$ cat config.mk
export PLATFORM = sky130hd
export DESIGN_NAME = alien_collision_flat
export DESIGN_NICKNAME = d
export VERILOG_FILES = /design/src/rtl/alien_collision_pkg.sv /design/src/rtl/alien_collision_if.sv /design/src/rtl/alien_hit_decoder.sv /design/src/rtl/alien_collision.sv /design/src/flat_wrapper.sv
export SDC_FILE = /design/constraint.sdc
export NUM_CORES = 1
export LEC_CHECK = 0
export ABC_AREA = 1
export CAP_MARGIN = 20
export CORE_MARGIN = 10
export CORE_UTILIZATION = 51
export DETAILED_ROUTE_END_ITERATION = 8
export MAX_ROUTING_LAYER = met4
export PLACE_DENSITY_LB_ADDON = 0.15
export SLEW_MARGIN = 20
export SYNTH_ARGS = -nofsm -noshare
export SYNTH_HDL_FRONTEND = slang
export SYNTH_SLANG_ARGS = --single-unit
$ cat constraint.sdc
create_clock -name i_clk_25MHz -period 1.87 [get_ports i_clk_25MHz]
set_input_delay 0.187 -clock i_clk_25MHz [delete_from_list [all_inputs] [get_ports i_clk_25MHz]]
set_output_delay 0.187 -clock i_clk_25MHz [all_outputs]
set_load 0.01 [all_outputs]
$ cat src/rtl/alien_collision_pkg.sv
`default_nettype none
// ============================================================================
//  Module      : alien_collision_pkg
//  Description : Shared constants, FSM state type and scoring helper for the
//                alien collision stage.
//  Revision    : 1.0 - initial release
// ============================================================================
package alien_collision_pkg;

  // Bullet rows at or above this value mean "no bullet in flight".
  localparam int c_BULLET_INACTIVE_Y = 13;

  localparam int c_SCREEN_W = 32;
  localparam int c_SCREEN_H = 16;

  // Points awarded per struck alien, by fleet row.
  localparam logic [7:0] c_POINTS_ROW0  = 8'd3;
  localparam logic [7:0] c_POINTS_ROW1  = 8'd2;
  localparam logic [7:0] c_POINTS_OTHER = 8'd1;

  // Collision FSM states.
  typedef enum logic [1:0] {
    ST_ARMED = 2'd0,
    ST_HIT   = 2'd1,
    ST_HOLD  = 2'd2
  } state_t;

  // Points for a hit on the given fleet row.
  function automatic logic [7:0] row_points(input logic [1:0] row);
    logic [7:0] pts;
    pts = c_POINTS_OTHER;
    if (row == 2'd0) begin
      pts = c_POINTS_ROW0;
    end else if (row == 2'd1) begin
      pts = c_POINTS_ROW1;
    end
    return pts;
  endfunction

endpackage
`default_nettype wire

$ cat src/rtl/alien_collision_if.sv
`default_nettype none
// ============================================================================
//  Module      : alien_collision_if
//  Description : Bullet/fleet position inputs and fleet status outputs of the
//                alien collision stage.
//  Revision    : 1.0 - initial release
// ============================================================================
interface alien_collision_if #(
  parameter int ROWS = 4,
  parameter int COLS = 8
);

  logic [4:0]           i_bullet_x;
  logic [3:0]           i_bullet_y;
  logic [4:0]           i_fleet_x;
  logic [3:0]           i_fleet_y;
  logic                 i_new_wave;
  logic                 o_hit;
  logic [ROWS*COLS-1:0] o_alive;
  logic [7:0]           o_score;
  logic                 o_wave_clear;

  // Game side: drives positions and wave reload, observes results.
  modport master (
    output i_bullet_x, i_bullet_y, i_fleet_x, i_fleet_y, i_new_wave,
    input  o_hit, o_alive, o_score, o_wave_clear
  );

  // Collision stage side.
  modport slave (
    input  i_bullet_x, i_bullet_y, i_fleet_x, i_fleet_y, i_new_wave,
    output o_hit, o_alive, o_score, o_wave_clear
  );

endinterface
`default_nettype wire

$ cat src/rtl/alien_hit_decoder.sv
`default_nettype none
// ============================================================================
//  Module      : alien_hit_decoder
//  Description : Combinational mapping of a bullet position onto a fleet
//                slot. Aliens sit on even column offsets from the fleet
//                origin, one per row.
//  Revision    : 1.0 - initial release
// ============================================================================
module alien_hit_decoder
  import alien_collision_pkg::*;
#(
  parameter int ROWS = 4,
  parameter int COLS = 8
) (
  input  wire logic [4:0] bullet_x_i,
  input  wire logic [3:0] bullet_y_i,
  input  wire logic [4:0] fleet_x_i,
  input  wire logic [3:0] fleet_y_i,
  output logic            candidate_o,
  output logic [1:0]      row_o,
  output logic [3:0]      col_o,
  output logic [5:0]      index_o
);

  // Sign bit (bit 5) tells whether the bullet is left of / above the fleet.
  logic [5:0] dx_w;
  logic [5:0] dy_w;

  assign dx_w = {1'b0, bullet_x_i} - {1'b0, fleet_x_i};
  assign dy_w = {2'b00, bullet_y_i} - {2'b00, fleet_y_i};

  // Slot decode: non-negative even column offset inside the fleet width,
  // non-negative row offset inside the fleet height, and a live bullet.
  always_comb begin
    candidate_o = ~dx_w[5]
                & ~dx_w[0]
                & ({1'b0, dx_w[4:1]} < 5'(COLS))
                & ~dy_w[5]
                & (dy_w[4:0] < 5'(ROWS))
                & (bullet_y_i < 4'(c_BULLET_INACTIVE_Y));
    row_o   = dy_w[1:0];
    col_o   = dx_w[4:1];
    index_o = 6'(row_o) * 6'(COLS) + 6'(col_o);
  end

endmodule
`default_nettype wire

$ cat src/rtl/alien_collision.sv
`default_nettype none
// ============================================================================
//  Module      : alien_collision
//  Description : Bullet-versus-fleet collision stage. Issues a one-cycle hit
//                pulse, clears the struck alien, accumulates a saturating
//                score and flags wave completion.
//  Revision    : 1.0 - initial release
// ============================================================================
module alien_collision
  import alien_collision_pkg::*;
#(
  parameter int ROWS = 4,
  parameter int COLS = 8
) (
  input  wire logic         i_clk_25MHz,
  input  wire logic         i_reset,
  alien_collision_if.slave  bus
);

  localparam int c_N = ROWS * COLS;

  state_t         state_q, state_d;
  logic           hit_q, hit_d;
  logic [c_N-1:0] alive_q, alive_d;
  logic [7:0]     score_q, score_d;
  logic           wave_clear_q, wave_clear_d;

  logic           cand_w;
  logic [1:0]     row_w;
  logic [3:0]     col_w;
  logic [5:0]     index_w;
  logic [c_N-1:0] mask_w;
  logic [c_N-1:0] alive_sel_w;
  logic           strike_w;
  logic [8:0]     score_sum_w;
  logic           bullet_idle_w;

  alien_hit_decoder #(
    .ROWS (ROWS),
    .COLS (COLS)
  ) u_decoder (
    .bullet_x_i  (bus.i_bullet_x),
    .bullet_y_i  (bus.i_bullet_y),
    .fleet_x_i   (bus.i_fleet_x),
    .fleet_y_i   (bus.i_fleet_y),
    .candidate_o (cand_w),
    .row_o       (row_w),
    .col_o       (col_w),
    .index_o     (index_w)
  );

  // One-hot clear mask for the decoded slot.
  for (genvar r = 0; r < ROWS; r++) begin : g_row
    for (genvar c = 0; c < COLS; c++) begin : g_col
      assign mask_w[r*COLS+c] = (row_w == 2'(r)) && (col_w == 4'(c));
    end
  end

  assign alive_sel_w   = alive_q >> index_w;
  assign strike_w      = cand_w & alive_sel_w[0];
  assign score_sum_w   = {1'b0, score_q} + {1'b0, row_points(row_w)};
  assign bullet_idle_w = (bus.i_bullet_y >= 4'(c_BULLET_INACTIVE_Y));

  // State, bitmap, score and wave flag registers.
  always_ff @(posedge i_clk_25MHz or posedge i_reset) begin
    if (i_reset) begin
      state_q      <= ST_ARMED;
      hit_q        <= 1'b0;
      alive_q      <= '1;
      score_q      <= 8'd0;
      wave_clear_q <= 1'b0;
    end else begin
      state_q      <= state_d;
      hit_q        <= hit_d;
      alive_q      <= alive_d;
      score_q      <= score_d;
      wave_clear_q <= wave_clear_d;
    end
  end

  // Next-state logic; a wave reload overrides any strike in the same cycle.
  always_comb begin
    state_d = state_q;
    hit_d   = 1'b0;
    alive_d = alive_q;
    score_d = score_q;

    case (state_q)
      ST_ARMED: begin
        if (strike_w) begin
          state_d = ST_HIT;
          hit_d   = 1'b1;
          alive_d = alive_q & ~mask_w;
          score_d = score_sum_w[8] ? 8'hFF : score_sum_w[7:0];
        end
      end
      ST_HIT: begin
        state_d = ST_HOLD;
      end
      ST_HOLD: begin
        if (bullet_idle_w) begin
          state_d = ST_ARMED;
        end
      end
      default: begin
        state_d = ST_ARMED;
      end
    endcase

    if (bus.i_new_wave) begin
      state_d = ST_ARMED;
      hit_d   = 1'b0;
      alive_d = '1;
      score_d = score_q;
    end

    // Flag follows the bitmap one cycle late; a reload drops it at once.
    wave_clear_d = bus.i_new_wave ? 1'b0 : (alive_q == '0);
  end

  assign bus.o_hit        = hit_q;
  assign bus.o_alive      = alive_q;
  assign bus.o_score      = score_q;
  assign bus.o_wave_clear = wave_clear_q;

endmodule
`default_nettype wire

$ cat src/flat_wrapper.sv
// flat-port wrapper written by rule: the top's interface ports become plain ports
module alien_collision_flat import alien_collision_pkg::*;
#(
  parameter int ROWS = 4,
  parameter int COLS = 8
)
  (i_clk_25MHz, i_reset, bus_i_bullet_x, bus_i_bullet_y, bus_i_fleet_x, bus_i_fleet_y, bus_i_new_wave, bus_o_hit, bus_o_alive, bus_o_score, bus_o_wave_clear);
  alien_collision_if #(.ROWS(ROWS), .COLS(COLS)) bus_i ();
  input  wire logic i_clk_25MHz;
  input  wire logic i_reset;
  input wire logic [$bits(bus_i.i_bullet_x)-1:0] bus_i_bullet_x;
  input wire logic [$bits(bus_i.i_bullet_y)-1:0] bus_i_bullet_y;
  input wire logic [$bits(bus_i.i_fleet_x)-1:0] bus_i_fleet_x;
  input wire logic [$bits(bus_i.i_fleet_y)-1:0] bus_i_fleet_y;
  input wire logic [$bits(bus_i.i_new_wave)-1:0] bus_i_new_wave;
  output wire logic [$bits(bus_i.o_hit)-1:0] bus_o_hit;
  output wire logic [$bits(bus_i.o_alive)-1:0] bus_o_alive;
  output wire logic [$bits(bus_i.o_score)-1:0] bus_o_score;
  output wire logic [$bits(bus_i.o_wave_clear)-1:0] bus_o_wave_clear;
  assign bus_i.i_bullet_x = bus_i_bullet_x;
  assign bus_i.i_bullet_y = bus_i_bullet_y;
  assign bus_i.i_fleet_x = bus_i_fleet_x;
  assign bus_i.i_fleet_y = bus_i_fleet_y;
  assign bus_i.i_new_wave = bus_i_new_wave;
  assign bus_o_hit = bus_i.o_hit;
  assign bus_o_alive = bus_i.o_alive;
  assign bus_o_score = bus_i.o_score;
  assign bus_o_wave_clear = bus_i.o_wave_clear;
  alien_collision #(.ROWS(ROWS), .COLS(COLS)) u_core (.i_clk_25MHz(i_clk_25MHz), .i_reset(i_reset), .bus(bus_i));
endmodule
# == Yosys cells after proc, flatten, opt, wreduce, memory -nomap -nowiden ==
# Cells that the tools add are included.
# word_totals
input_bits,21
word_cells,95
ff_bits,44
out_inout_bits,42
# classes
n_addsub,4
order_cmp,4
reduce_logical,41
bitwise_logic,12
n_eq_ne,14
shift,1
n_mux,14
# ops
op,n
$mux W32,3
$and A32 B32 Y32,1
$logic_and A1 B1 Y1,32
$logic_not A32 Y1,1
$not A32 Y32,1
$shr A32 B6 Y1,1
$eq A4 B3 Y1 const B,4
$mux W8,2
$add A8 B8 Y9,1
$eq A4 B2 Y1 const B,2
$lt A4 B4 Y1 const B,2
$mux W2,4
$add A5 B4 Y6,1
$and A1 B1 Y1,6
$eq A2 B2 Y1 const B,3
$ne A3 B2 Y1 const B,2
$pmux W2 S3,1
$sub A5 B5 Y6,1
$lt A5 B3 Y1 const B,1
$sub A4 B4 Y5,1
$eq A2 B1 Y1 const B,2
$eq A4 B1 Y1 const B,1
$ge A4 B4 Y1 const B,1
$logic_not A2 Y1,2
6 further kinds,14

# == Depth between registers and ports, before layout ==
# Gate-level depths: netlist (run 1).
# depth
ltp_word,11
depth_mapped,20
mapped_depth_nobuf,19

# == Hierarchy ==
# From an unflattened synthesis (run 1), not the netlist that was laid out.
# hier_totals
cells_unflattened,464
area_unflattened_um2,3594.7
# modules_own_cells
module,cells_per_inst,area_each_um2,seq_area_each_um2,n_inst
alien_collision,395,3154.3,1141.1,1
alien_hit_decoder,69,440.4,0.0,1

# == Least setup slack after synthesis (run 1) ==
# No wires, ideal clock.
# synth_timing
path_kind,input port to flip-flop
startpoint,in bus_i_bullet_x[0]
endpoint,"reg u_core.score_q[0], in the netlist u_core.bus.o_score[0]"
path_slack_ns,-0.794
required_time_ns,1.747
path_buffers,1
setup_ns,0.123
cell_stages,19
t_arrival_ns,2.541
cell_sequence,inv_1 -> ha_1 -> inv_1 -> fa_1 -> nand3_1 -> nand3_1 -> or2_1 -> nand2_1 -> inv_1 -> ha_1 -> ha_1 -> nand3b_1 -> nor2_1 -> nand3b_1 -> nor2_1 -> nand4_1 -> buf_4 -> nand2_1 -> o21ai_1
# synth_via
elab_chain_len,9
word_cells_on_any_way,13
cone_classes,add/sub (2); order compare (1); shift (1); bitwise (8); reduce/logical (1)
# synth_lines
item,line_no,source
"start, declared",flat_wrapper.sv:11,input wire logic [$bits(bus_i.i_bullet_x)-1:0] bus_i_bullet_x;
$sub A5 B5 Y6 (*),alien_hit_decoder.sv:29,"assign dx_w = {1'b0, bullet_x_i} - {1'b0, fleet_x_i};"
"parallel branches: the longest is 6 deep, another holds $add A5 B4 Y6",n/a,
$and A1 B1 Y1 (*),alien_collision.sv:60,assign strike_w = cand_w & alive_sel_w[0];
$reduce_and A3 Y1 (no source line) (*),n/a,
"end signal, assigned",alien_collision.sv:76,score_q <= score_d;
"end, declared",alien_collision.sv:25,"logic [7:0] score_q, score_d;"
# Mark *: on every way between the ends.
# A chain may end at the register's enable or synchronous reset.

# == Worst setup path after layout (run 1) ==
# layout_timing
startpoint,in bus_i_fleet_y[0]
endpoint,"reg u_core.score_q[7], in the netlist u_core.bus.o_score[7]"
# layout_via
elab_chain_len,7
word_cells_on_any_way,16
cone_classes,add/sub (3); order compare (1); eq/ne (1); shift (1); mux (3); bitwise (5); reduce/logical (2)
# layout_lines
item,line_no,source
"start, declared",flat_wrapper.sv:14,input wire logic [$bits(bus_i.i_fleet_y)-1:0] bus_i_fleet_y;
$sub A4 B4 Y5 (*),alien_hit_decoder.sv:30,"assign dy_w = {2'b00, bullet_y_i} - {2'b00, fleet_y_i};"
"parallel branches: the longest is 6 deep, another holds $add A5 B4 Y6",n/a,
# Marked as above.

==> metrics.md, run 1 <==
| Metric | Value |
|---|---|
| Outcome | finished with violations |
| Failing checks | setup timing |
| Power share of the sequential group | 37.2% |
| Starting density of the core | a little over half |
| CP endpoint kind | flip-flop |
| Level count of the clock H-tree | 2 |
| # DRC | 0 |
| Type of origin of the critical path | input pin |
| Unrepaired setup endpoints after global routing | true |
| DR vias/cell | about 5.7 |
| Routed wire length per instance | ~17 µm |
| Part of the power in the clock network | a little over a fifth |
| Vias in the first global route | between 3,000 and 4,000 |
| Clock transition at the registers of the reported paths | 80 ps |
| Number of buffers added on ports | slightly above 60 |
| Rel. slew slack | a little under three quarters |
| Clock root buffer | clkbuf_8 |
| Die ar. | 0.0102 mm² |
| Net Sw Frac | ~37% |
| GP Congestion | ~0.94 |
| Commonest register cell after synthesis | dfstp_2 |
| Sw Pwr | around 1.2 mW |
| Total CTS buffers | 5 |
| Post-synth EDFFs | 0 |
| Placed cell area | around 0.0044 mm² |
| Hold Path Class | input pin to async pin |
| Period utilization | 141% |
| Pin count of the biggest net entering global routing | between 60 and 70 |
| CTS tree | done |
| Post-synth ARST share | between 90% and 100% |
| Final Hold Violating Endpoints | 0 |
| Reg2reg start | u_core.bus.o_alive[16]$_DFFE_PP1P_ |
| Die H | 101 µm |
| First-pass GRT wire length | 17.6 mm |
| Commonest non-fill, non-tap cell in the layout | nand2_1 |
| Post-synthesis sequential area ratio | 33.9% |
| Max Cap Viol | 0 |
| Global Route Usage Sum | about a fifth |
| Clk sink count | 44 |
| RR Endpoint | u_core.bus.o_alive[12]$_DFFE_PP1P_ |
| Clk_lat worst skew | roughly 310 ps |
| # rows | 29 |
| Avg Cell Area, Syn | ~6.7 µm² |
| Finished Cell Area | ~0.005 mm² |
| Synth cell types | 36 |
| Final WS setup | -770 ps |
| Yosys reg bits | 44 |
| Int Pwr | 2.13 mW |
| Worst hold slack | around 190 ps |
| Via count | between 3,000 and 4,000 |
| Post-layout min period | 2640 ps |
| Pwr dens | 684 mW/mm² |
| Critical Path Start | bus_i_fleet_y[0] |
| Syn Nets | ~540 |
| Clock Skew | approximately 20 ps |
| Total power | ~3.4 mW |
| R2R setup slack | -150 ps |
| Synthesis Warnings | 0 |
| Arrival @ worst endpoint | about 2800 ps |
| Peak supply drop | approximately 0.52 mV |
| Ports | 63 |
| Mapped Area | ~0.0034 mm² |
| Drt total wl | 11.3 mm |
| DRT antenna net count | 0 |
| Maximum clock insertion buffer count | 2 |
| Setup TNS | -30,710 ps |
| R2R depth | 13 |
| DRT iter0 DRCs | 350 |
| Comb pwr share | about 41% |
| Mapped Cells | between 500 and 600 |
| Setup Viol. Count Final | 42 |
| Commonest non-fill, non-tap cells in the layout | 149 x nand2_1, 56 x nand3_1, 53 x clkdlybuf4s50_1 |
| Pins over their slew limit | 0 |
| Crit path kind | input pin to flip-flop |
| Core area | roughly 0.0064 mm² |
| Remaining Overflow, GRT | 0 |
| Final #Nets | 638 |
| Slew @ Worst Pin | 434 ps |
| Antenna violations before repair | 0 |
| Share of cells above drive strength 1 | a little over a quarter |
| N_diodes | 0 |
| LEAKAGE | 2.41 nW |
| Setup crit end | u_core.bus.o_score[7]$_DFFE_PP0P_ |
| Chip width | 101 µm |
| Initial DRT Pass Iterations | 5 |
| DP HPWL | slightly above 7 mm |
| Maximum fanout along the worst path | 5 |
| Critical Path RT | ~2100 ps |
| P&R area growth vs syn | 45.8% |
| Fmax | 379 MHz |
-- per-layer routing --
layer | GRT usage [%] | vias to the layer above | part of all wire, %
met2 | 33.3 | 194 | 47
met4 | 4.82 | 0 | 2.2
li1 | - | 1840 | -
met1 | 28.6 | 1772 | 42
met5 | - | - | 0
met3 | 3.47 | 32 | 9.0
-- how the worst min path moves through the flow --
stage / slack (ps) / startpoint / end
2_1_floorplan: 410 / bus_i_new_wave / u_core.state_q[1]$_DFFE_PP0P_
3_3_place_gp: 490 / u_core.bus.o_alive[7]$_DFFE_PP1P_ / u_core.bus.o_alive[7]$_DFFE_PP1P_
3_5_place_dp: 500 / u_core.bus.o_alive[4]$_DFFE_PP1P_ / u_core.bus.o_alive[4]$_DFFE_PP1P_
4_1_cts: 210 / i_reset / u_core.bus.o_hit$_DFF_PP0_
5_1_grt: 230 / i_reset / u_core.bus.o_hit$_DFF_PP0_
6_report: 190 / i_reset / u_core.bus.o_score[4]$_DFFE_PP0P_
-- repair_timing --
action / CTS / global route
hold endpoints to repair: 0 / 0
buffers inserted: 6 / 2
pin swaps: 28 / 15
setup endpoints to repair: 42 / 42
hold buffers: 0 / 0
gates resized for setup: 54 / 18
gates cloned: 4 / 3
-- critical path, stage by stage --
cell and delay, ps:
clkdlybuf4s50_1 410, ha_1 200, inv_2 70, fa_2 470, buf_6 150, ha_4 140
nand3b_1 140, nor2_1 120, nand3b_1 100, nor2_2 150, buf_4 130, nand4_1 230
buf_2 240, nand2_1 60, nand2_1 40
-- synth_stat cells, types with 4 or more instances --
library cell  count  share of area [%]
nand2_1         159                 18
nand3_1          81                 12
inv_1            50                5.6
o21ai_0          37                5.5
nor2_1           35                3.9
dfstp_2          32                 25
ha_1             13                4.8
nor3_1           13                1.9
dfrtp_1          12                8.9
clkbuf_1         10                1.1
nor4_1            7                1.3
nand2_2           6                1.1
o21ai_1           5               0.74
buf_2             4               0.60
buf_4             4               0.89
-- stage by stage --
step	utilization, %	cells	setup slack, ps
after floorplan	-	502	-595
after global placement	68.2	656	-1310
after detailed placement	68.2	656	-1390
after CTS	74.4	674	-799
after global routing	76.8	679	-942
final	76.8	679	-770
-- cells by family (layout without fill, tap and decap cells) --
group / after synthesis / after routing / share of synthesized area, %
AOI/OAI and AO/OA: 52 / 52 / 8.30
xor gates and xnor gates: 2 / 2 / 0.521
adders and majority gates: 16 / 16 / 6.62
buffers and inverters: 74 / 174 / 9.53
DFF: 44 / 44 / 33.9
and+or+nand+nor: 314 / 314 / 41.1
-- cell type report --
cell class	count	area [µm²]
multi-input cells	384	2170
fillers	489	1480
repair buffers	113	1170
flip-flops and latches	44	1140
inverters	53	213
clock buffers	7	108
well taps	77	96.3
clock inverters	1	8.76
-- state kept, by name, indices dropped and copies added, names as in the netlist --
| name | flops |
|---|---|
| u_core.bus.o_alive | 32 |
| u_core.state_q | 2 |
| u_core.bus.o_score | 8 |
| u_core.bus.o_wave_clear | 1 |
| u_core.bus.o_hit | 1 |
-- power by group through the flow --
| stage | Clock, mW | Combinational (mW) | Sequential (mW) |
|---|---|---|---|
| after global placement | 0 | 1.22 | 1.24 |
| after detailed placement | 0 | 1.25 | 1.25 |
| after CTS | 0.741 | 1.32 | 1.24 |
| after global routing | 0.770 | 1.51 | 1.26 |
| final | 0.739 | 1.37 | 1.25 |
| after floorplan | 0 | 0.679 | 1.27 |
Note: power is estimated with default switching activity, not from simulation.
==> inputs of run 2 (changes only) <==
--- a/config.mk
+++ b/config.mk
@@ -9,6 +9,7 @@
 export CAP_MARGIN = 20
 export CORE_MARGIN = 10
 export CORE_UTILIZATION = 51
+export CTS_BUF_LIST = sky130_fd_sc_hd__clkbuf_16
 export DETAILED_ROUTE_END_ITERATION = 8
 export MAX_ROUTING_LAYER = met4
 export PLACE_DENSITY_LB_ADDON = 0.15
==> run 2 against run 1 <==
Effect of this change:
- the flow still finishes with violations (setup timing)
- clock skew is 8.4 ps lower
- hold slack improved by 23 ps
- first-iteration DRC count is 6.9% lower
- clock power up 29%
- combinational power barely moved
- sequential share of layout area about the same
- core utilization is essentially flat
- die area stayed put
- highest routed layer unchanged
- register-to-register slack improved by 80 ps
- non-clock buffer count fell by 2
- fmax up 1.4%
- cell area hardly changed
==> metrics.md, run 2 (synthesis results as in run 1) <==
| Metric | Value |
|---|---|
| Final Hold Violating Endpoints | 0 (unchanged) |
| Core area | 0.00639 mm² (unchanged) |
| DP HPWL | 7.20 mm (unchanged) |
| Critical Path RT | 2090 ps (+20 ps) |
| Net Sw Frac | 34.9% (-1.6 points) |
| Max Cap Viol | 0 (unchanged) |
| Post-layout min period | 2600 ps (-36.0 ps) |
| # DRC | 0 (unchanged) |
| DRT antenna net count | 0 (unchanged) |
| DR WL met2 | 5.21 mm (-2.1%) |
| LEAKAGE | 2.41 nW (about the same) |
| Chip width | 101 µm (unchanged) |
| R2R setup slack | -70 ps (+80 ps) |
| Pwr dens | 724 mW/mm² (+5.9%) |
| CTS tree | done |
| Unrepaired setup endpoints after global routing | true |
| Setup Viol. Count Final | 42 (unchanged) |
| Outcome | finished with violations |
| R2R depth | 12 (-1) |
| Remaining Overflow, GRT | 0 (unchanged) |
| Level count of the clock H-tree | 2 (unchanged) |
| Total CTS buffers | 5 (unchanged) |
| Pins over their slew limit | 0 (unchanged) |
| Die ar. | 0.0102 mm² (unchanged) |
| Total power | 3.55 mW (+5.9%) |
| Top sig layer | met4 |
| Vias in the first global route | 3,707 (+4.0%) |
| Commonest non-fill, non-tap cell in the layout | nand2_1 |
| Worst hold slack | 215 ps (+22.9 ps) |
| Filler cells | 486 (-0.61%) |
| Share of cells above drive strength 1 | 25.0% (-2.2 points) |
| RR Endpoint | u_core.bus.o_alive[19]$_DFFE_PP1P_ |
| Initial DRT Pass Iterations | 5 (unchanged) |
| # hold bufs at CTS | 0 (unchanged) |
| Commonest non-fill, non-tap cells in the layout | 154 x nand2_1, 62 x nand3_1, 53 x clkdlybuf4s50_1 |
| Clock transition at the registers of the reported paths | 70 ps (about the same) |
| Clk sink count | 44 (unchanged) |
| Place WS | -1390 ps (unchanged) |
| Number of buffers added on ports | 62 (unchanged) |
| Routed wire length per instance | 16.4 µm (-0.97%) |
| Reg2reg start | u_core.bus.o_alive[8]$_DFFE_PP1P_ |
| # rows | 29 (unchanged) |
| Int Pwr | 2.31 mW (+8.7%) |
| Slew @ Worst Pin | 445 ps (+10.2 ps) |
| Die H | 101 µm (unchanged) |
| Largest register FFs | 32 (unchanged) |
| Peak supply drop | 0.706 mV (+36%) |
| Met3 Routed Length | 1.01 mm (-0.89%) |
| Final WS setup | -734 ps (+36.0 ps) |
| Hold Path Class | input pin to async pin |
| Met1 wire length | 4.69 mm (+0.15%) |
| First-pass GRT wire length | 18.1 mm (+2.9%) |
| Clock Skew | 12.0 ps (-8.43 ps) |
| GP Congestion | 0.942 (unchanged) |
| Drt total wl | 11.1 mm (-1.3%) |
| Sw Pwr | 1.24 mW (+1.2%) |
| Maximum clock insertion buffer count | 2 (unchanged) |
| Failing checks | setup timing |
| Crit path kind | input pin to flip-flop |
| Power share of the sequential group | 35.1% (-2.1 points) |
| Ports | 63 (unchanged) |
| CP endpoint kind | flip-flop |
| DR vias/cell | 5.64 (-0.20%) |
| P&R area growth vs syn | 45.9% (about the same) |
| Starting density of the core | 52.6% (unchanged) |
| Maximum fanout along the worst path | 8 (+3) |
| Period utilization | 139% (-1.9 points) |
| Fmax | 384 MHz (+1.4%) |
| DRT iter0 DRCs | 326 (-6.9%) |
| Via count | 3,819 (-0.50%) |
| Final #Nets | 636 (-0.31%) |
| Clock root buffer | clkbuf_16 |
| Global Route Usage Sum | 22.3% (+0.89 points) |
| Setup TNS | -29,410 ps (+1300 ps) |
| Arrival @ worst endpoint | 2830 ps (about the same) |
| Clk_lat worst skew | 290 ps (-20 ps) |
| Final core occ | 76.8% (about the same) |
| N_diodes | 0 (unchanged) |
| Rel. slew slack | 70.4% (-0.68 points) |
| Part of the power in the clock network | 26.8% (+4.8 points) |
| Comb pwr share | 38.1% (-2.6 points) |
| Pin count of the biggest net entering global routing | 67 (unchanged) |
| Antenna violations before repair | 0 (unchanged) |
| Type of origin of the critical path | input pin |
-- run 2: changes by cell type in the layout (fill, tap and decap cells not counted), sizes merged --
cell,change
clkbuf,-5
clkinv,+2
buf,+1
bufbuf,+1
inv,-1
-- run 2: how the worst max path moves through the flow --
stage | start | cells past startpoint | slack, ps | end
finish | bus_i_fleet_y[0] | 15 | -730 | u_core.bus.o_alive[19]$_DFFE_PP1P_
global route | bus_i_bullet_x[0] | 21 | -880 | u_core.bus.o_alive[4]$_DFFE_PP1P_
CTS | bus_i_bullet_x[0] | 22 | -740 | u_core.bus.o_alive[6]$_DFFE_PP1P_
detailed placement | bus_i_bullet_x[0] | 20 | -1390 | u_core.bus.o_score[3]$_DFFE_PP0P_
global placement | bus_i_bullet_x[0] | 20 | -1310 | u_core.bus.o_score[7]$_DFFE_PP0P_
floorplan | bus_i_bullet_x[0] | 19 | -590 | u_core.bus.o_score[0]$_DFFE_PP0P_
-- run 2: through the flow --
step / instances / area [µm²]
global route: 677 / 4900
detailed placement: 656 / 4360
floorplan: 502 / 3440
global placement: 656 / 4360
CTS: 677 / 4870
finish: 677 / 4900
-- run 2: per-layer routing --
| metal | track usage (%) | up-vias |
|---|---|---|
| met5 | - | - |
| met4 | 6.75 | 0 |
| met3 | 4.63 | 30 |
| met2 | 33.9 | 190 |
| met1 | 29.1 | 1764 |
| li1 | - | 1835 |
-- run 2: layout make-up --
class | count | area, µm² | share of cell area, %
Clock buffer | 6 | 150 | 3.06
Clock inverter | 2 | 12.5 | 0.255
Inverter | 53 | 213 | 4.34
Multi-Input combinational cell | 384 | 2130 | 43.4
Sequential cell | 44 | 1140 | 23.3
Tap cell | 77 | 96.3 | 1.96
Timing Repair Buffer | 111 | 1160 | 23.8
-- run 2: what timing repair did --
action | CTS | global route
endpoints found under the setup margin | 42 | 42
pin swaps | 24 | 9
resized for setup | 52 | 9
buffers inserted | 9 | 0
gates cloned | 5 | 0
-- run 2: worst max-delay path, cell delays in order --
cell and delay [ps]:
clkdlybuf4s50_1 410, ha_1 210, inv_2 70, fa_2 470, buf_6 150, ha_4 140, nand3b_1 140, nor2_1 120
nand3b_1 100, nor2_2 130, buf_4 140, nand4_4 120, bufbuf_16 320, nand3_1 60, nand2_1 60
-- run 2: power by group through the flow --
stage               registers (mW)  clock network [mW]  logic (mW)
global route                  1.26               0.992        1.50
finish                        1.25               0.953        1.35
global placement              1.24                   0        1.22
detailed placement            1.25                   0        1.25
CTS                           1.24               0.958        1.34
floorplan                     1.27                   0       0.679
==> inputs of run 3 (changes only) <==
==> constraint.sdc (replaced) <==
create_clock -name i_clk_25MHz -period 2.6 [get_ports i_clk_25MHz]
set_input_delay 0.26 -clock i_clk_25MHz [delete_from_list [all_inputs] [get_ports i_clk_25MHz]]
set_output_delay 0.26 -clock i_clk_25MHz [all_outputs]
set_load 0.05 [all_outputs]
==> run 3 against run 2 <==
Effect of this change:
- the flow still finishes with violations (setup timing)
- combinational power shrank 10%
- sequential power shrank 28%
- register-to-register slack gained 580 ps
- non-clock buffer count grew 2
- cell area grew 0.59%
- clock skew shrank 6.2 ps
- count of clock-buffer cells in the layout shrank 1
- clock power shrank 36%
- via count shrank 0.39%
- hold slack gained 130 ps
- die area is the same
- critical endpoint is now u_core.bus.o_score[0]$_DFFE_PP0P_
==> metrics.md, run 3 (synthesis results as in run 1) <==
| Metric | Value |
|---|---|
| Crit path max-delay family | buffers and inverters |
| First-pass GRT wire length | 18.4 mm (+1.3%) |
| Reg2reg start | u_core.bus.o_alive[28]$_DFFE_PP1P_ |
| Remaining Overflow, GRT | 0 (unchanged) |
| Vias in the first global route | 3,706 (-0.027%) |
| Crit path kind | input pin to flip-flop |
| Critical Path RT | 2770 ps (+680 ps) |
| Worst hold slack | 344 ps (+129 ps) |
| Maximum fanout along the worst path | 6 (-2) |
| N_diodes | 0 (unchanged) |
| Global Route Usage Sum | 22.1% (-0.15 points) |
| Hold Path Class | input pin to async pin |
| Total CTS buffers | 5 (unchanged) |
| Chip width | 101 µm (unchanged) |
| Clk_lat worst skew | 290 ps (about the same) |
| Fmax | roughly 360 MHz |
| Number of buffers added on ports | 62 (unchanged) |
| Commonest non-fill, non-tap cells in the layout | 145 x nand2_1, 66 x nand3_1, 52 x clkdlybuf4s50_1 |
| Pin count of the biggest net entering global routing | 69 (+3.0%) |
| CP endpoint kind | flip-flop |
| Level count of the clock H-tree | 2 (unchanged) |
| Setup Viol. Count Final | 41 (-2.4%) |
| Type of origin of the critical path | input pin |
| Final Hold Violating Endpoints | 0 (unchanged) |
| Commonest non-fill, non-tap cell in the layout | nand2_1 |
| Pins over their slew limit | 0 (unchanged) |
| Die ar. | 0.0102 mm² (unchanged) |
| Outcome | finished with violations |
| Footprint of the multi-input gates | 0.00215 mm² (+1.2%) |
| Failing checks | setup timing |
| GP Congestion | 0.917 (-2.7%) |
| DP HPWL | 7.24 mm (+0.48%) |
| Bufs and invs on worst path | 7 (+2) |
| DRT iter0 DRCs | 311 (-4.6%) |
| Finished Cell Area | 0.00493 mm² (+0.59%) |
| Via count | 3,804 (-0.39%) |
| Arrival @ worst endpoint | 2910 ps (+80 ps) |
| Routed wire length per instance | 16.5 µm (+0.35%) |
| P&R area growth vs syn | 46.7% |
| Placed cell area | 0.00433 mm² (-0.60%) |
| R2R setup slack | 510 ps (+580 ps) |
| DRT antenna net count | 0 (unchanged) |
| Slew @ Worst Pin | 611 ps (+167 ps) |
| Slowest-stage cell, CP | clkdlybuf4s50_1 |
| Drt total wl | 11.2 mm (+0.65%) |
| Largest register FFs | 32 (unchanged) |
| R2R depth | 15 (+3) |
| CTS tree | done |
| # rows | 29 (unchanged) |
| Peak supply drop | 0.377 mV (-47%) |
| Clock root buffer | clkbuf_16 |
| Most frequent CP cell | ha_4 |
| RR Endpoint | u_core.bus.o_alive[24]$_DFFE_PP1P_ |
| Final WS setup | -140 ps (+594 ps) |
| Final #Nets | 638 (+0.31%) |
| Filler cells | 484 (-0.41%) |
| Initial DRT Pass Iterations | 5 (unchanged) |
| Max Cap Viol | 0 (unchanged) |
| # hold bufs at CTS | 0 (unchanged) |
| Crit-path max cell delay | 490 ps (+20 ps) |
| Unrepaired setup endpoints after global routing | true |
| Share of cells above drive strength 1 | 26.9% (+1.9 points) |
| Period utilization | 105% |
| Ports | 63 (unchanged) |
| Die H | 101 µm (unchanged) |
| Clock Skew | 5.82 ps (-6.21 ps) |
| Starting density of the core | 52.6% (unchanged) |
| Clk sink count | 44 (unchanged) |
| Core area | 0.00639 mm² (unchanged) |
| Register Area | 0.00114 mm² (unchanged) |
| LEAKAGE | 2.40 nW (-0.52%) |
| Pwr dens | 551 mW/mm² (-24%) |
| DR vias/cell | 5.60 (-0.69%) |
| Rel. slew slack | 59.2% (-11 points) |
| Maximum clock insertion buffer count | 2 (unchanged) |
| Cells along the critical path | clkdlybuf4s50_1 > inv_1 > ha_4 > or2_1 > nand2_2 > inv_2 > ha_4 > ha_4 > nand3b_1 > nor2_1 > nand3b_1 > nor2_2 > buf_6 > buf_4 > nand4_1 > buf_6 > buf_8 > nand2_1 > o21ai_1 |
| Post-layout min period | 2740 ps |
| Antenna violations before repair | 0 (unchanged) |
| # DRC | 0 (unchanged) |
| Clock transition at the registers of the reported paths | 60 ps (about the same) |
[run 3: cell types whose count changed in the layout (fill, tap and decap cells not counted), sizes merged]
cell           change
dlygate4sd2        +4
clkdlybuf4s15      -2
clkinv             -2
inv                +2
buf                +1
clkdlybuf4s50      -1
clkinvlp           +1
dlymetal6s2s       -1
[run 3: worst reg2reg max path, cell delays in order, from the launching register on]
cell and delay, ps:
dfstp_2 600, nor2_1 50, o21ai_0 210, nand2_1 90
nand3_1 70, nand2_1 60, nand2_1 50, nand2_1 70
nand2_2 140, nand3_4 100, nand2_4 100, buf_6 120
buf_12 100, buf_12 120, nand3_2 70, nand2_1 90
[run 3: metrics by stage]
step / power, mW / setup TNS [ps] / instances / setup WS [ps] / util [%]
final: 2.72 / -2670 / 679 / -140 / 77.2
after global routing: 2.87 / -9430 / 679 / -301 / 77.2
after floorplan: 1.62 / -236 / 502 / -8.48 / -
after detailed placement: 2.00 / -31710 / 652 / -788 / 67.8
after CTS: 2.69 / -2290 / 674 / -117 / 75.7
after global placement: 1.98 / -28200 / 652 / -692 / 67.8
[run 3: timing repair]
item,CTS,global route
resized for setup,60,29
cloned,4,1
setup endpoints to repair,42,42
setup buffers,10,6
pin swaps,27,16
[run 3: layer usage]
layer	share of wire, %	vias to the layer above	track usage, %
met2	50	150	35.5
met4	1.3	0	4.50
met1	42	1798	28.8
li1	-	1838	-
met3	7.3	18	3.54
met5	0	-	-
[run 3: how the worst max path moves through the flow]
stage | slack (ps) | depth (start not counted) | startpoint | to
2_1_floorplan | -8 | 19 | bus_i_bullet_x[0] | u_core.bus.o_score[0]$_DFFE_PP0P_
3_5_place_dp | -790 | 21 | bus_i_bullet_x[0] | u_core.bus.o_alive[6]$_DFFE_PP1P_
4_1_cts | -120 | 24 | bus_i_bullet_x[0] | u_core.bus.o_alive[1]$_DFFE_PP1P_
3_3_place_gp | -690 | 21 | bus_i_bullet_x[0] | u_core.bus.o_alive[29]$_DFFE_PP1P_
5_1_grt | -300 | 23 | bus_i_bullet_x[0] | u_core.bus.o_score[1]$_DFFE_PP0P_
6_report | -140 | 19 | bus_i_fleet_x[4] | u_core.bus.o_score[0]$_DFFE_PP0P_
[run 3: area by class of cell]
| type | count | area share, % |
|---|---|---|
| inverters | 53 | 4.57 |
| clock buffers | 5 | 2.54 |
| repair buffers | 113 | 23.9 |
| well taps | 77 | 1.95 |
| clock inverters | 3 | 0.304 |
| multi-input cells | 384 | 43.6 |
| flip-flops and latches | 44 | 23.1 |
[run 3: power by group]
part           internal (mW)  switching, mW  leakage (nW)
logic                  0.458          0.747          1.83
clock network          0.349          0.262        0.0687
registers              0.805         0.0942         0.504
total                   1.61           1.10          2.40
